### src/rtl/codegen_pkg.sv
// Shared definitions for the stepped code generator and its receive-side checker.
// Holds the checker state encoding, the default code step and the next-code rule.
package codegen_pkg;

  // Checker FSM state encoding, visible on the state_o debug port.
  typedef enum logic [1:0] {
    IDLE   = 2'd0,
    HUNT   = 2'd1,
    LOCKED = 2'd2,
    LOST   = 2'd3
  } state_e;

  // Increment per code word; generator and checker must agree on it.
  localparam int unsigned CODE_STEP = 73;

  // Widest code word the shared next-code function supports.
  localparam int unsigned MAX_W = 32;

  // next(x) = 0 when x equals limit, otherwise x + step wrapped modulo 2^width.
  function automatic logic [MAX_W-1:0] next_code(
    input logic [MAX_W-1:0] x,
    input logic [MAX_W-1:0] limit,
    input int unsigned      step,
    input int unsigned      width
  );
    logic [MAX_W-1:0] mask;
    mask = (width >= MAX_W) ? '1 : ((MAX_W'(1) << width) - MAX_W'(1));
    if (x == limit) begin
      return '0;
    end
    return (x + MAX_W'(step)) & mask;
  endfunction

endpackage

### src/rtl/codegen_next.sv
// Combinational next-code stage: next_o = next(x_i) for the given wrap limit.
// Shared between the code generator and the checker so both follow one rule.
module codegen_next
  import codegen_pkg::*;
#(
  parameter int unsigned DATA_WIDTH = 8,
  parameter int unsigned STEP       = CODE_STEP
) (
  input  logic [DATA_WIDTH-1:0] x_i,
  input  logic [DATA_WIDTH-1:0] limit_i,
  output logic [DATA_WIDTH-1:0] next_o
);

  // Evaluate the shared next-code rule at this instance's word width.
  always_comb begin
    next_o = DATA_WIDTH'(next_code(MAX_W'(x_i), MAX_W'(limit_i), STEP, DATA_WIDTH));
  end

endmodule

### src/rtl/codecheck.sv
// Receive-side checker for the stepped code stream.
// Hunts for LOCK_CNT consecutive consistent words, then flywheels its own
// expected value, pulsing err_pulse and counting every mismatching word.
// LOSS_CNT consecutive misses drop lock for one LOST cycle before re-hunting.
// Optional build macro CODECHECK_ERR_CAPTURE_EN adds capture of the first
// mismatch (expected and received word) seen after lock is acquired.
module codecheck
  import codegen_pkg::*;
#(
  parameter int unsigned DATA_WIDTH = 8,
  parameter int unsigned STEP       = CODE_STEP,
  parameter int unsigned LOCK_CNT   = 4,
  parameter int unsigned LOSS_CNT   = 3,
  parameter int unsigned ERR_W      = 16
) (
  input  logic                  clk,
  input  logic                  rst,
  input  logic                  enable,
  input  logic [DATA_WIDTH-1:0] limit,
  input  logic                  valid,
  input  logic [DATA_WIDTH-1:0] data,
  output logic                  locked,
  output logic                  err_pulse,
  output logic [ERR_W-1:0]      err_count,
  output logic [ERR_W-1:0]      match_count,
  output logic [1:0]            state_o
`ifdef CODECHECK_ERR_CAPTURE_EN
  ,
  output logic                  cap_valid,
  output logic [DATA_WIDTH-1:0] cap_expected,
  output logic [DATA_WIDTH-1:0] cap_data
`endif
);

  localparam int unsigned RUN_W  = $clog2(LOCK_CNT + 1);
  localparam int unsigned MISS_W = $clog2(LOSS_CNT + 1);

  state_e                state_q, state_d;
  logic [DATA_WIDTH-1:0] expected_q, expected_d;
  logic [RUN_W-1:0]      run_q, run_d;
  logic [MISS_W-1:0]     miss_q, miss_d;
  logic [ERR_W-1:0]      err_count_q, err_count_d;
  logic [ERR_W-1:0]      match_count_q, match_count_d;
  logic                  err_pulse_q, err_pulse_d;

  logic [DATA_WIDTH-1:0] next_of_data;
  logic [DATA_WIDTH-1:0] next_of_expected;
  logic                  hit;
  logic [RUN_W-1:0]      run_inc;
  logic                  lock_reached;
  logic [MISS_W-1:0]     miss_inc;
  logic                  loss_reached;

  // Resync target in HUNT: the word after the one just received.
  codegen_next #(
    .DATA_WIDTH (DATA_WIDTH),
    .STEP       (STEP)
  ) u_next_data (
    .x_i     (data),
    .limit_i (limit),
    .next_o  (next_of_data)
  );

  // Flywheel target in LOCKED: the word after the one we expected.
  codegen_next #(
    .DATA_WIDTH (DATA_WIDTH),
    .STEP       (STEP)
  ) u_next_expected (
    .x_i     (expected_q),
    .limit_i (limit),
    .next_o  (next_of_expected)
  );

  // Compare and run-length arithmetic shared by the FSM and the datapath.
  always_comb begin
    hit          = (data == expected_q);
    // The first word after entering HUNT (run 0) or a miss restarts the run at 1.
    run_inc      = ((run_q == '0) || !hit) ? RUN_W'(1) : run_q + RUN_W'(1);
    lock_reached = (run_inc == RUN_W'(LOCK_CNT));
    miss_inc     = miss_q + MISS_W'(1);
    loss_reached = (miss_inc == MISS_W'(LOSS_CNT));
  end

  // State register with synchronous reset.
  // NOTE: sequential state uses non-blocking (<=) so every register samples pre-edge values.
  always_ff @(posedge clk) begin
    if (rst) begin
      state_q <= IDLE;
    end else begin
      state_q <= state_d;
    end
  end

  // Next-state logic; a low enable forces IDLE from any state.
  always_comb begin
    // NOTE: every combinational output gets a default first so no path infers a latch.
    state_d = state_q;
    if (!enable) begin
      state_d = IDLE;
    end else begin
      case (state_q)
        IDLE:    state_d = HUNT;
        HUNT:    if (valid && lock_reached) state_d = LOCKED;
        LOCKED:  if (valid && !hit && loss_reached) state_d = LOST;
        LOST:    state_d = HUNT;
        default: state_d = IDLE;
      endcase
    end
  end

  // FSM-derived outputs and registered status.
  always_comb begin
    locked      = (state_q == LOCKED);
    state_o     = state_q;
    err_pulse   = err_pulse_q;
    err_count   = err_count_q;
    match_count = match_count_q;
  end

  // Datapath next values: expected word, run lengths and saturating counters.
  always_comb begin
    expected_d    = expected_q;
    run_d         = run_q;
    miss_d        = miss_q;
    err_count_d   = err_count_q;
    match_count_d = match_count_q;
    err_pulse_d   = 1'b0;
    if (!enable) begin
      // Disable wins over any simultaneous compare: no pulse, no count.
      expected_d    = '0;
      run_d         = '0;
      miss_d        = '0;
      err_count_d   = '0;
      match_count_d = '0;
    end else begin
      case (state_q)
        IDLE: begin
          run_d  = '0;
          miss_d = '0;
        end
        HUNT: begin
          if (valid) begin
            expected_d = next_of_data;
            run_d      = run_inc;
            miss_d     = '0;
          end
        end
        LOCKED: begin
          if (valid) begin
            expected_d = next_of_expected;
            if (hit) begin
              miss_d = '0;
              if (match_count_q != '1) match_count_d = match_count_q + ERR_W'(1);
            end else begin
              err_pulse_d = 1'b1;
              miss_d      = miss_inc;
              if (err_count_q != '1) err_count_d = err_count_q + ERR_W'(1);
            end
          end
        end
        LOST: begin
          run_d  = '0;
          miss_d = '0;
        end
        default: begin
          run_d  = '0;
          miss_d = '0;
        end
      endcase
    end
  end

  // Datapath registers with synchronous reset.
  always_ff @(posedge clk) begin
    if (rst) begin
      expected_q    <= '0;
      run_q         <= '0;
      miss_q        <= '0;
      err_count_q   <= '0;
      match_count_q <= '0;
      err_pulse_q   <= 1'b0;
    end else begin
      expected_q    <= expected_d;
      run_q         <= run_d;
      miss_q        <= miss_d;
      err_count_q   <= err_count_d;
      match_count_q <= match_count_d;
      err_pulse_q   <= err_pulse_d;
    end
  end

`ifdef CODECHECK_ERR_CAPTURE_EN
  logic                  cap_valid_q, cap_valid_d;
  logic [DATA_WIDTH-1:0] cap_expected_q, cap_expected_d;
  logic [DATA_WIDTH-1:0] cap_data_q, cap_data_d;

  // Latch the first locked mismatch only; later misses leave it untouched.
  always_comb begin
    cap_valid_d    = cap_valid_q;
    cap_expected_d = cap_expected_q;
    cap_data_d     = cap_data_q;
    if (!enable) begin
      cap_valid_d    = 1'b0;
      cap_expected_d = '0;
      cap_data_d     = '0;
    end else if ((state_q == LOCKED) && valid && !hit && !cap_valid_q) begin
      cap_valid_d    = 1'b1;
      cap_expected_d = expected_q;
      cap_data_d     = data;
    end
  end

  // Capture registers with synchronous reset.
  always_ff @(posedge clk) begin
    if (rst) begin
      cap_valid_q    <= 1'b0;
      cap_expected_q <= '0;
      cap_data_q     <= '0;
    end else begin
      cap_valid_q    <= cap_valid_d;
      cap_expected_q <= cap_expected_d;
      cap_data_q     <= cap_data_d;
    end
  end

  // Drive capture outputs straight from their registers.
  always_comb begin
    cap_valid    = cap_valid_q;
    cap_expected = cap_expected_q;
    cap_data     = cap_data_q;
  end
`endif

endmodule
### config.mk
export PLATFORM = sky130hd
export DESIGN_NAME = codecheck
export DESIGN_NICKNAME = d
export VERILOG_FILES = /design/src/rtl/codegen_pkg.sv /design/src/rtl/codegen_next.sv /design/src/rtl/codecheck.sv
export SDC_FILE = /design/constraint.sdc
export NUM_CORES = 1
export LEC_CHECK = 0
export BUFFER_PORTS_ARGS = -buffer_cell sky130_fd_sc_hd__buf_4
export CORE_ASPECT_RATIO = 1.25
export CORE_MARGIN = 2
export CORE_UTILIZATION = 50
export DETAILED_ROUTE_END_ITERATION = 10
export PLACE_DENSITY = 0.8
export SYNTH_ARGS = -nofsm -noshare
export SYNTH_HDL_FRONTEND = slang
export SYNTH_SLANG_ARGS = --single-unit
### constraint.sdc
create_clock -name clk -period 5.3 [get_ports clk]
set_input_delay 0.53 -clock clk [delete_from_list [all_inputs] [get_ports clk]]
set_output_delay 0.53 -clock clk [all_outputs]
set_load 0.05 [all_outputs]
==> impl_results.md, run 1 <==
- Port bufs: 55
- Slew at the pin closest to its max-slew limit: approximately 1.1 ns
- GR Overflow Total: 0
- Clock tree buffer depth: 2
- # rows: 32
- Post-route ant nets: 0
- Final period utilization: between 40% and 50%
- Total Wirelength: about 7.3 mm
- Pwr Density: between 150 and 200 nW/um^2
- Number of global-route vias before repair: 2741
- I/O Pins: 56
- Synth top cells by count: dfxtp_1, nand2_1, a21oi_1
- Via count: ~3000
- Final WS setup: 2.83 ns
- Tot GR Track Use: between 20% and 30%
- Critical Path RT: approximately 5.5 ns
- Largest net degree at the start of global routing: between 40 and 50
- Status: finished, final reports clean
- 1st-pass router iterations: 4
- Worst Skew: approximately 0.0043 ns
- Unrepaired setup endpoints after global routing: false
- Worst R2R End: match_count[13]$_SDFFE_PP0P_
- Prevailing post-synth register cell: dfxtp_1
- Syn avg cell area: ~8.4 um^2
- # nets final: 441
- Worst-skew pair later-pin latency: around 0.30 ns
- Pre-CTS setup slack: 2.74 ns
- Die footprint: ~6800 um^2
- Hold EP: run_q[1]$_SDFFE_PP0P_
- Leakage: 1.30 nW
- # H-tree levels: 2
- Clock transition at the registers of the reported paths: roughly 0.09 ns
- Die height: just over 90 um
- Post-synthesis cell type count: 54
- Initial antenna violation count: 0
- Sum of negative setup slack: 0 ns
- Min-Delay Path Class: flip-flop to flip-flop
- Layout Area Growth over Synthesis: 15.6%
- Most numerous cell in the Yosys netlist: dfxtp_1
- DR vias/cell: 6.03
- Synth Register Bits: 48
- Critical path arrival: about 2.7 ns
- Initial detailed-routing violation count: a little under 200
- Crit. Startpoint: state_o[0]$_SDFFE_PP0P_
- Post-CTS Setup Repair Bufs: 0
- CTS tree: done
- First-pass GRT wire length: 12.1 mm
- ANT cells: 0
- TritonCTS Buffers: 5
- Asr flop ratio synth: 0%
- Final setup vio count: 0
- R2r worst-path depth: 6
- VDD IR max: around 0.09 mV
- Tmin final: about 2.5 ns
- Crit path max fanout: 26
- Post-synth EDFFs: 0
- Filler cells: slightly below 600
- Hold Vio Cnt, Final: 0
- Synth Instances: 370
- Syn nets: 400
- Core Area: between 6000 and 7000 um^2
- Post-CTS Hold Buffers: 0
- Sinks on Clock Net: between 40 and 50
- Synth top area cells: dfxtp_1, xor2_1, a21oi_1, ha_1, or4_1
- Root Driver: clkbuf_8
- Hold Path Origin: run_q[1]$_SDFFE_PP0P_
- Area of the mapped netlist: just over 3000 um^2
- Detail Placement HPWL: about 5.2 mm
- R2r startpoint: state_o[0]$_SDFFE_PP0P_
- Reg2reg setup slack: roughly 2.8 ns
- Register area share after synthesis: between 30% and 40%
- Hold Path Stages: 2
- Max-cap violation count: 0
- Post-synth top area share: a little under a third
- CP Launch Type: flip-flop
- DRC: 0
- Initial Utilization: between 50% and 60%
- Slew Limit Fails: 0
- Synth warn: 0
- Critical Path Sink Type: flip-flop
- Critical path type: flip-flop to flip-flop
- GP Congestion: around 0.88
- Proportion of layout cells with a drive suffix above 1: a little under a fifth
- Wire per inst: 14.7 um
- Worst relative slew slack: 22.8%
- F_max: between 400 and 500 MHz
- Post-CTS sizing: 0
- Die W: around 74 um
- Area leader, netlist: dfxtp_1
[layer usage]
layer	global-route usage, %	share of wire (%)
met2	36.9	50
met1	27.0	43
met5	0	0
met4	9.82	2.4
met3	2.86	4.3
[cell usage in the layout (no fill, tap or decap), types with 3 or more instances in the layout]
| cell | instances |
|---|---|
| xor2_1 | 17 |
| nor2_1 | 21 |
| nor4_1 | 9 |
| a31o_2 | 4 |
| a31oi_1 | 9 |
| and4_1 | 7 |
| xnor2_1 | 7 |
| o31a_1 | 3 |
| nand2b_1 | 5 |
| clkbuf_8 | 5 |
| nor2b_1 | 3 |
| inv_1 | 12 |
| buf_4 | 59 |
| dfxtp_1 | 48 |
| o21a_1 | 3 |
| o31ai_1 | 14 |
| nand4_1 | 12 |
| ha_1 | 10 |
| nor3_1 | 6 |
| nand3_1 | 19 |
| or3_1 | 4 |
| mux2i_1 | 3 |
| nand2_1 | 28 |
| xnor2_2 | 5 |
| o41ai_1 | 5 |
| a21oi_1 | 27 |
| a221oi_1 | 6 |
| or4_1 | 15 |
| o21ai_0 | 11 |
| a41o_1 | 3 |
[critical path: stages (launching register included)]
cell and delay [ns]:
dfxtp_1 0.37, inv_1 0.08, ha_1 0.35, nand2_1 0.19, or3_1 0.66, or4_1 0.60
a21oi_1 0.15
[power by group]
group	internal [W]	switching (W)	total (W)
combinational	0.0000428	0.0000601	0.000103
clock	0.0000900	0.000122	0.000212
sequential	0.000363	0.00000619	0.000370
[area by class of cell]
| type | count | area (um^2) | share of cell area (%) |
|---|---|---|---|
| clock buffer | 6 | 72.6 | 2.03 |
| clock inverter | 1 | 5.00 | 0.140 |
| inverter | 12 | 45.0 | 1.26 |
| multi-input combinational | 285 | 1950 | 54.4 |
| sequential | 48 | 961 | 26.8 |
| tap | 85 | 106 | 2.97 |
| timing repair buffer | 59 | 443 | 12.4 |
[worst max-delay path by stage]
stage	slack, ns	depth (start not counted)	end
global placement	2.83	6	match_count[13]$_SDFFE_PP0P_
CTS	2.84	6	match_count[13]$_SDFFE_PP0P_
floorplan	2.64	7	match_count[8]$_SDFFE_PP0P_
finish	2.83	6	match_count[13]$_SDFFE_PP0P_
global route	2.70	5	match_count[4]$_SDFFE_PP0P_
detailed placement	2.74	6	match_count[13]$_SDFFE_PP0P_
[metrics by stage]
| step | power [W] | hold slack (ns) | utilization (%) | instances | instance area (um^2) |
|---|---|---|---|---|---|
| after floorplan | 0.000447 | 0.449 | - | 370 | 3100 |
| after global placement | 0.000478 | 0.461 | 57.6 | 489 | 3510 |
| after detailed placement | 0.000480 | 0.474 | 57.6 | 489 | 3510 |
| after CTS | 0.000691 | 0.487 | 58.9 | 496 | 3580 |
| after global routing | 0.000713 | 0.528 | 58.9 | 496 | 3580 |
| final | 0.000685 | 0.484 | 58.9 | 496 | 3580 |
[flip-flops by register name, summed over array words and instances, names as in the netlist]
name,cells
err_pulse,1
expected_q,8
miss_q,2
err_count,16
state_o,2
match_count,16
run_q,3
[cells by family (layout without fill, tap and decap cells)]
| kind of cell | after synthesis | count (layout) | synth area share (%) |
|---|---|---|---|
| simple gates | 140 | 140 | 24.9 |
| compound gates | 101 | 101 | 22.4 |
| flops | 48 | 48 | 31.0 |
| buf+inv | 37 | 78 | 6.06 |
| mux | 4 | 4 | 1.33 |
| xor+xnor | 30 | 30 | 10.3 |
| fa+ha+maj | 10 | 10 | 4.04 |
Note: power is estimated with default switching activity, not from simulation.
==> run 2, diff against run 1 <==
Clock period 5.3 ns to 2.48 ns, I/O delays scaled along.
==> impl_results.md, run 2 (synthesis results as in run 1) <==
- Status: finished, final reports clean
- Unrepaired setup endpoints after global routing: false
- CP Launch Type: flip-flop
- Sinks on Clock Net: 48
- Pwr Density: roughly 430 nW/um^2
- Hold Slack: about 0.34 ns
- Largest net degree at the start of global routing: 28
- GP Congestion: between 0.9 and 1
- Hold Path Origin: valid
- Via count: between 3000 and 4000
- Root Driver: clkbuf_8
- DRC: 0
- Most frequent cells in the layout: buf_4, dfxtp_1, nand2_1
- F_max: roughly 460 MHz
- Initial detailed-routing violation count: around 230
- # nets final: 448
- Worst-skew pair later-pin latency: between 0.3 and 0.4 ns
- Clock transition at the registers of the reported paths: 0.10 ns
- Worst relative slew slack: 51.0%
- Critical path type: flip-flop to flip-flop
- Slew Limit Fails: 0
- Filler cells: about 580
- Core Area: a little over 6000 um^2
- DR vias/cell: approximately 6
- Critical path arrival: around 2.4 ns
- Pre-CTS setup slack: between 0.2 and 0.3 ns
- Max-cap violation count: 0
- R2r worst-path depth: 5
- Tmin final: 2.17 ns
- Proportion of layout cells with a drive suffix above 1: between 20% and 30%
- # H-tree levels: 2
- Initial Utilization: between 50% and 60%
- Largest stage delay, worst path: about 0.60 ns
- 1st-pass router iterations: 4
- Die footprint: approximately 6800 um^2
- Number of global-route vias before repair: roughly 2700
- Critical Path RT: between 2 and 3 ns
- Crit path max fanout: 27
- Final period utilization: roughly 87%
- Slew at the pin closest to its max-slew limit: about 0.73 ns
- Layout Cells excl Fill: between 500 and 600
- I/O Pins: 56
- Placed insts: ~500
- Leakage: approximately 1.3 nW
- Worst R2R End: err_count[12]$_SDFFE_PP0P_
- Crit-path cells: xnor2_2 -> and4_1 -> a21o_1 -> or4_1 -> a21oi_1
- GR Overflow Total: 0
- Worst Skew: about 0.014 ns
- Clock tree buffer depth: 2
- Post-CTS Setup Repair Bufs: 0
- CTS tree: done
- Min-Delay Path Class: primary input to flip-flop
- # rows: 32
- VDD IR max: 0.266 mV
- CP max stage cell: or4_1
- Tot GR Track Use: 22.1%
- Final WS setup: slightly above 0.3 ns
- Die W: 74.4 um
- Commonest non-fill, non-tap cell in the layout: buf_4
- Reg2reg setup slack: a little over 0.3 ns
- First-pass GRT wire length: 12.1 mm
- Sum of negative setup slack: 0 ns
- Total Wirelength: about 7.5 mm
- R2r startpoint: expected_q[2]$_SDFFE_PP0P_
- Wire per inst: about 15 um
- Post-route ant nets: 0
- ANT cells: 0
- Critical Path Sink Type: flip-flop
- Hold Path Stages: 4
- Port bufs: between 50 and 60
- Initial antenna violation count: 0
- Final setup vio count: 0
- Hold EP: miss_q[0]$_SDFFE_PP0P_
- Final Util: approximately three fifths
- Hold Vio Cnt, Final: 0
- Layout Area Growth over Synthesis: 18.5%
- Die height: approximately 92 um
- Detail Placement HPWL: about 5.5 mm
- TritonCTS Buffers: 5
[run 2: cell types whose count changed in the layout (fill, tap and decap cells not counted)]
cell        before  now
clkbuf_1         1    0
ha_1            10    9
clkinvlp_4       0    1
ha_2             0    1
a21boi_0         2    1
a21boi_1         0    1
bufinv_16        0    1
buf_4           59   66
[run 2: worst max-delay path by stage]
stage,startpoint,end,slack (ns),depth (start not counted)
after floorplan,state_o[1]$_SDFFE_PP0P_,match_count[8]$_SDFFE_PP0P_,0.03,7
after global placement,expected_q[4]$_SDFFE_PP0P_,expected_q[3]$_SDFFE_PP0P_,0.35,7
after detailed placement,expected_q[4]$_SDFFE_PP0P_,expected_q[0]$_SDFFE_PP0P_,0.29,7
after CTS,expected_q[4]$_SDFFE_PP0P_,expected_q[3]$_SDFFE_PP0P_,0.26,7
after global routing,state_o[0]$_SDFFE_PP0P_,err_count[10]$_SDFFE_PP0P_,0.12,6
final,expected_q[2]$_SDFFE_PP0P_,err_count[12]$_SDFFE_PP0P_,0.31,5
[run 2: final cells by class]
class	instances	area [um^2]	share of cell area [%]
Inverter	12	45.0	1.23
Timing Repair Buffer	66	495	13.5
Tap cell	85	106	2.90
Sequential cell	48	961	26.2
Clock inverter	3	42.5	1.16
Multi-Input combinational cell	285	1950	53.2
Clock buffer	5	68.8	1.87
[run 2: what timing repair did]
item,CTS,global route
hold buffers,0,0
resized for setup,0,1
setup endpoints to repair,0,1
[run 2: metrics by stage]
stage	instance area (um^2)	total power, W
2_1_floorplan	3100	0.000956
3_3_place_gp	3560	0.00103
3_5_place_dp	3560	0.00103
4_1_cts	3670	0.00160
5_1_grt	3670	0.00165
6_report	3670	0.00159
[run 2: where the power goes]
part / switching, W / internal [W] / total (W)
clock network: 0.000276 / 0.000299 / 0.000575
logic: 0.000133 / 0.0000954 / 0.000228
registers: 0.0000116 / 0.000777 / 0.000789
[run 2: worst max-delay path: cells and delay by family, from the launching register on]
kind                      cells  cell delay [ns]
and+or+nand+nor               2             0.86
DFF                           1             0.53
xor gates and xnor gates      1             0.13
AOI/OAI and AO/OA             2             0.59
[run 2: layer usage]
metal / track usage [%] / share of wire (%) / up-vias
li1: - / - / 1504
met1: 27.7 / 44 / 1444
met2: 38.3 / 50 / 83
met3: 3.08 / 3.9 / 17
met4: 7.14 / 2.2 / 0
met5: 0 / 0 / -
